$ cat src/rtl/reg_file_if.sv
// rtl/reg_file_if.sv - read/write port bundle for the two-read, one-write register file
interface reg_file_if #(
  parameter int DATA_WIDTH = 32,
  parameter int ADDR_WIDTH = 5
);
  logic [ADDR_WIDTH-1:0] i_raddr1;
  logic [ADDR_WIDTH-1:0] i_raddr2;
  logic [ADDR_WIDTH-1:0] i_waddr;
  logic [DATA_WIDTH-1:0] i_wdata;
  logic                  i_we;
  logic [DATA_WIDTH-1:0] o_rdata1;
  logic [DATA_WIDTH-1:0] o_rdata2;

  modport master (
    output i_raddr1, i_raddr2, i_waddr, i_wdata, i_we,
    input  o_rdata1, o_rdata2
  );

  modport slave (
    input  i_raddr1, i_raddr2, i_waddr, i_wdata, i_we,
    output o_rdata1, o_rdata2
  );
endinterface

$ cat src/rtl/reg_file.sv
// rtl/reg_file.sv - 2**ADDR_WIDTH x DATA_WIDTH register file, r0 hard-wired to zero, write-through bypass
module reg_file #(
  parameter int DATA_WIDTH = 32,
  parameter int ADDR_WIDTH = 5
) (
  input logic        i_clk,
  input logic        i_rst,
  reg_file_if.slave  bus
);
  localparam int NREG = 1 << ADDR_WIDTH;

  logic [DATA_WIDTH-1:0] regs [NREG];
  logic                  wr_live;

  assign wr_live = bus.i_we && !i_rst && (bus.i_waddr != '0);

  always_ff @(posedge i_clk) begin
    if (i_rst) begin
      for (int i = 0; i < NREG; i++) begin
        regs[i] <= '0;
      end
    end else if (wr_live) begin
      regs[bus.i_waddr] <= bus.i_wdata;
    end
  end

  // Address 0 wins over bypass; a live write to the read address is forwarded in the same cycle.
  always_comb begin
    bus.o_rdata1 = regs[bus.i_raddr1];
    if (bus.i_raddr1 == '0) begin
      bus.o_rdata1 = '0;
    end else if (wr_live && (bus.i_raddr1 == bus.i_waddr)) begin
      bus.o_rdata1 = bus.i_wdata;
    end
  end

  always_comb begin
    bus.o_rdata2 = regs[bus.i_raddr2];
    if (bus.i_raddr2 == '0) begin
      bus.o_rdata2 = '0;
    end else if (wr_live && (bus.i_raddr2 == bus.i_waddr)) begin
      bus.o_rdata2 = bus.i_wdata;
    end
  end
endmodule

$ cat src/flat_wrapper.sv
// flat-port wrapper written by rule: the top's interface ports become plain ports
module reg_file_flat 
#(
  parameter int DATA_WIDTH = 32,
  parameter int ADDR_WIDTH = 5
)
  (i_clk, i_rst, bus_i_raddr1, bus_i_raddr2, bus_i_waddr, bus_i_wdata, bus_i_we, bus_o_rdata1, bus_o_rdata2);
  reg_file_if #(.DATA_WIDTH(DATA_WIDTH), .ADDR_WIDTH(ADDR_WIDTH)) bus_i ();
  input logic i_clk;
  input logic i_rst;
  input wire logic [$bits(bus_i.i_raddr1)-1:0] bus_i_raddr1;
  input wire logic [$bits(bus_i.i_raddr2)-1:0] bus_i_raddr2;
  input wire logic [$bits(bus_i.i_waddr)-1:0] bus_i_waddr;
  input wire logic [$bits(bus_i.i_wdata)-1:0] bus_i_wdata;
  input wire logic [$bits(bus_i.i_we)-1:0] bus_i_we;
  output wire logic [$bits(bus_i.o_rdata1)-1:0] bus_o_rdata1;
  output wire logic [$bits(bus_i.o_rdata2)-1:0] bus_o_rdata2;
  assign bus_i.i_raddr1 = bus_i_raddr1;
  assign bus_i.i_raddr2 = bus_i_raddr2;
  assign bus_i.i_waddr = bus_i_waddr;
  assign bus_i.i_wdata = bus_i_wdata;
  assign bus_i.i_we = bus_i_we;
  assign bus_o_rdata1 = bus_i.o_rdata1;
  assign bus_o_rdata2 = bus_i.o_rdata2;
  reg_file #(.DATA_WIDTH(DATA_WIDTH), .ADDR_WIDTH(ADDR_WIDTH)) u_core (.i_clk(i_clk), .i_rst(i_rst), .bus(bus_i));
endmodule
$ cat config.mk
export PLATFORM = sky130hd
export DESIGN_NAME = reg_file_flat
export DESIGN_NICKNAME = d
export VERILOG_FILES = /design/src/rtl/reg_file_if.sv /design/src/rtl/reg_file.sv /design/src/flat_wrapper.sv
export SDC_FILE = /design/constraint.sdc
export NUM_CORES = 2
export LEC_CHECK = 0
export BUFFER_PORTS_ARGS = -buffer_cell sky130_fd_sc_hd__buf_4
export CELL_PAD_IN_SITES_DETAIL_PLACEMENT = 1
export CELL_PAD_IN_SITES_GLOBAL_PLACEMENT = 1
export CORE_MARGIN = 2
export CORE_UTILIZATION = 53
export DETAILED_ROUTE_END_ITERATION = 7
export GPL_TIMING_DRIVEN = 1
export PLACE_DENSITY = 0.76
export SETUP_SLACK_MARGIN = 0.5
export SYNTH_ARGS = -nofsm -noshare
export SYNTH_HDL_FRONTEND = slang
export SYNTH_SLANG_ARGS = --single-unit
export TNS_END_PERCENT = 20
$ cat constraint.sdc
create_clock -name i_clk -period 3.8 [get_ports i_clk]
set_input_delay 0.76 -clock i_clk [delete_from_list [all_inputs] [get_ports i_clk]]
set_output_delay 0.76 -clock i_clk [all_outputs]
set_load 0.005 [all_outputs]
# After elaboration in Yosys (flattened, before gate mapping)
# Memory sizes are Yosys's and may differ from the RTL's.
# Index checks and enable logic that the tools add are counted.
dict set report totals {
  ff_bits 0
  ramBits 1024
  in_bits 50
  output_inout_bits 64
  wordCells 24
  mem_count 1
}
dict set report op_classes {
  n_eq_ne 2
  n_mux 12
  n_reduce_logical 9
}
# name depth word_bits rd rd_clocked_by_memory_dff write_ports line_no
set mem_list {}
lappend mem_list {u_core.regs 32 32 2 0 32 reg_file.sv:12} ;# logic [DATA_WIDTH-1:0] regs [NREG];
# cell count
set ops {}
lappend ops {{32-bit two-way mux} 5}
lappend ops {{32-bit OR reduction} 1}
lappend ops {{5-bit equality test} 2}
lappend ops {{5-bit zero test} 2}
lappend ops {{1-bit two-way mux} 6}
lappend ops {{5-bit two-way mux} 1}
lappend ops {{5-bit nonzero test} 1}
lappend ops {{1-bit logical AND} 4}
lappend ops {{1-bit zero test} 1}

# Longest topological paths before layout
dict set report logic_depth {
  ltp_word 8
  ltp_mapped 11
}

# Worst setup path after synthesis
# Ideal clock, no wire load.
dict set report synth_timing {
  kind {input port to output port}
  start {in bus_i_raddr2[0]}
  end {out bus_o_rdata2[11]}
  arrival_ps 2623
  path_slack_ps 417
  stages 7
  path_buffers 3
  path_cell_list {buf_2 buf_4 buf_2 mux4_2 a2111oi_0 a211oi_1 a22o_1}
}
dict set report synth_via {
  elab_chain_cells 4
  word_cells_on_any_way 6
  cone_classes {1 x eq/ne; 2 x mux; 2 x reduce/logical; 1 x memory}
}
# element line_no
set synth_lines {}
lappend synth_lines {{start: declaration} flat_wrapper.sv:12} ;# input wire logic [$bits(bus_i.i_raddr2)-1:0] bus_i_raddr2;
lappend synth_lines {{branches (longest 3 deep; another with memory 32 x 32 bit)} --}
lappend synth_lines {{32-bit two-way mux (*)} reg_file.sv:39} ;# if (bus.i_raddr2 == '0) begin
lappend synth_lines {{end: declaration} flat_wrapper.sv:17} ;# output wire logic [$bits(bus_i.o_rdata2)-1:0] bus_o_rdata2;
# Mark *: on every way between the ends.

# Worst setup path after layout
dict set report layout_timing {
  start {in bus_i_raddr2[0]}
  end {out bus_o_rdata2[25]}
}
# Same word-level chain as after synthesis.

==> flow_metrics.tcl <==
set metrics [dict create \
    outcome "complete, no violations" \
    min_path_type "input port to flip-flop" \
    wl_per_cell_um 40.2 \
    min_delay_worst_endpoint "u_core.regs[13][22]$_SDFFCE_PN0P_" \
    grt_pass1_vias 44410 \
    core-area_um2 105000 \
    pre_cts_ws_ns -0.360 \
    rows 119 \
    worstHoldStart "bus_i_wdata[22]" \
    rsz0062_at_grt "true" \
    final_layout_size_suffix_gt1_share_pct 28.6 \
    clk_path_buf_depth 3 \
    syn_area_um2 55900 \
    worst_setup_path_start_kind "input port" \
    min_path_cells 2 \
    drc_errors 0 \
    maxSlewHeadroom_pct 40.3 \
    synth_seq_cells 1024 \
    setup_tns_ns 0 \
    grt_pass1_wl_um 332000 \
    crit_arrival_ns 3.04 \
    regMostFlops "u_core.regs" \
    final_max_slew_viol_count 0 \
    largest_registers "u_core.regs: 1024 flops" \
    initial_utilization_pct 53.2 \
    cts_hold_buffers 0 \
    period_minus_slack_ns 3.80 \
    syn_area_per_cell_um2 13.4 \
    dpl-instance-area_um2 61100 \
    syn2layout_area_growth_pct 20.6 \
    clock.fmax_mhz 263 \
    syn_inst 4169 \
    grt_max_degree 47 \
    clkTransAtPathRegs_ns 0.07 \
    required_ns 3.04 \
    drt-total-wl_um 240000 \
    p_leak_nw 24.9 \
    ctsRootBufferMaster "clkbuf_16" \
    total_power_mw 28.8 \
    dr.pass1.iters 6 \
    setup_slack_ns 0.00423 \
    stdcell_area_um2 67400 \
    worstSetupPathType "input port to output pin" \
    cap_violations 0 \
    grt_use_total_pct 44.2 \
    dieArea_um2 108000 \
    synth_edf_count 1024 \
    drtAntennaViolNets 0 \
    fin_crit_sh_pct 99.9 \
    numCtsBuffers 111 \
    viasPerCell 7.32 \
    ys_seq_area_share_pct 55.0 \
    fill_cells 9603 \
    vias 43730 \
    ys.warnings.count 0 \
    synthArstFlopShare_pct 0 \
    die_w_um 329 \
    antenna_found_initial 29 \
    ios 114 \
    die-height_um 329 \
    ir_worst_vdd_v 0.000334 \
    endpoint_kind "output pin" \
    setup_violations 0 \
    fin_nets 4515 \
    place_inst 5668 \
    cts_tree "yes" \
    ys.flop_type "edfxtp_1" \
    htreeDepth 3 \
    worst_pin_slew_ns 0.895 \
    gp_congestion 0.912 \
    ys_types 54 \
    startpoint "bus_i_raddr2[0]" \
    critPathMaxFanout 6 \
    cts_sinks 1024 \
    overflow 0 \
    power_density_nw_per_um2 427 \
    drt_iter0_drc 7426 \
    dp_hpwl_um 143000 \
    hold_viol_final 0 \
    layoutNonFillerInstCount 5978 \
    io_buffers 113 \
    largest_register_ffs 1024 \
]
## cells by family (layout without fill, tap and decap cells)
| kind of cell | after synthesis | count (layout) | share of synthesized area (%) |
|---|---|---|---|
| other | 1 | 72 | 0.00671 |
| buffers and inverters | 440 | 787 | 3.41 |
| DFF | 1024 | 1024 | 55.0 |
| xor gates and xnor gates | 10 | 10 | 0.157 |
| AOI/OAI and AO/OA | 482 | 482 | 6.41 |
| and+or+nand+nor | 1401 | 1401 | 14.7 |
| muxes | 811 | 811 | 20.3 |
## final cells by class
class | count | area [um^2] | share of cell area, %
antenna | 40 | 100 | 0.148
clock buffer | 132 | 2900 | 4.30
clock inverter | 63 | 567 | 0.841
inverter | 4 | 21.3 | 0.0316
multi-input combinational | 2736 | 24900 | 37.0
sequential | 1024 | 30700 | 45.6
tap | 1391 | 1740 | 2.58
timing repair buffer | 588 | 6400 | 9.49
## report_power, final
part	total, mW	switching, mW	internal (mW)	leakage (nW)
Sequential	13.4	0.378	13.1	9.75
Clock	10.8	4.66	6.12	1.70
Combinational	4.58	2.66	1.92	13.5
Total	28.8	7.70	21.1	24.9
## layout by cell type (no fill, tap or decap), types with 32 or more instances in the layout
master	instances
buf_4	422
diode_2	40
buf_6	33
nor2b_1	40
clkbuf_16	114
nor3_1	94
a22oi_1	34
o22ai_1	104
edfxtp_1	1024
or2_2	36
buf_12	95
nand2_1	44
mux2i_1	501
conb_1	32
and2_1	962
nor2_1	82
nor2_4	34
mux4_2	254
mux2_2	47
## metal layers
layer | vias up | wire, um | GRT usage (%)
li1 | 16467 | - | -
met1 | 22211 | 82700 | 56.2
met2 | 4092 | 106000 | 65.9
met3 | 942 | 35100 | 13.4
met4 | 18 | 16100 | 28.2
met5 | - | 176 | 0.532
## worst max path at each step
| stage | end | slack (ns) |
|---|---|---|
| after floorplan | bus_o_rdata2[11] | 0.51 |
| after global routing | bus_o_rdata1[25] | -0.01 |
| after global placement | bus_o_rdata2[20] | -0.36 |
| final | bus_o_rdata2[25] | 0.004 |
| after detailed placement | bus_o_rdata2[20] | -0.36 |
| after CTS | bus_o_rdata2[20] | 0.09 |
## timing repair
item | 4_1_cts | 5_1_grt
cloned | 17 | 1
buffers inserted | 45 | 12
endpoints found under the setup margin | 64 | 64
pin swaps | 51 | 36
resized for setup | 247 | 106
## worst max-delay path, cell delays in order
cell and delay, ns:
buf_12 0.14, buf_12 0.15, or3_4 0.42, buf_8 0.17
clkbuf_16 0.20, o22ai_4 0.19, nor3_2 0.07, a211o_1 0.29
o21ai_4 0.32, buf_6 0.19, buf_4 0.12
## per-stage QoR
stage,hold WS [ns],util (%)
6_report,0.564,64.2
5_1_grt,0.583,64.1
4_1_cts,0.543,63.6
3_5_place_dp,1.29,58.2
3_3_place_gp,1.27,58.2
2_1_floorplan,0.958,-
## Yosys cell counts (12+ instances only)
master	number	share of area, %
buf_1	18	0.12
o21ba_2	15	0.27
or2_2	36	0.40
o22ai_1	127	1.4
o21ai_0	31	0.28
edfxtp_1	1024	55
a211oi_1	34	0.46
nor2b_1	42	0.47
nor2_1	118	0.79
o221ai_1	32	0.50
a21oi_1	19	0.17
o21ai_1	13	0.12
mux2_2	47	0.95
a2111oi_0	43	0.67
a221o_1	12	0.21
nand2_1	47	0.32
a22oi_1	43	0.58
mux2i_1	510	9.1
clkbuf_1	316	2.1
nor4_1	22	0.25
nor3_1	114	1.0
buf_4	32	0.43
a221oi_1	38	0.60
and2_1	963	11
nand3_1	31	0.28
a211o_1	25	0.39
o21bai_1	16	0.21
buf_2	63	0.56
mux4_2	254	10
a22o_1	28	0.44
(Power assumes the default switching activity.)
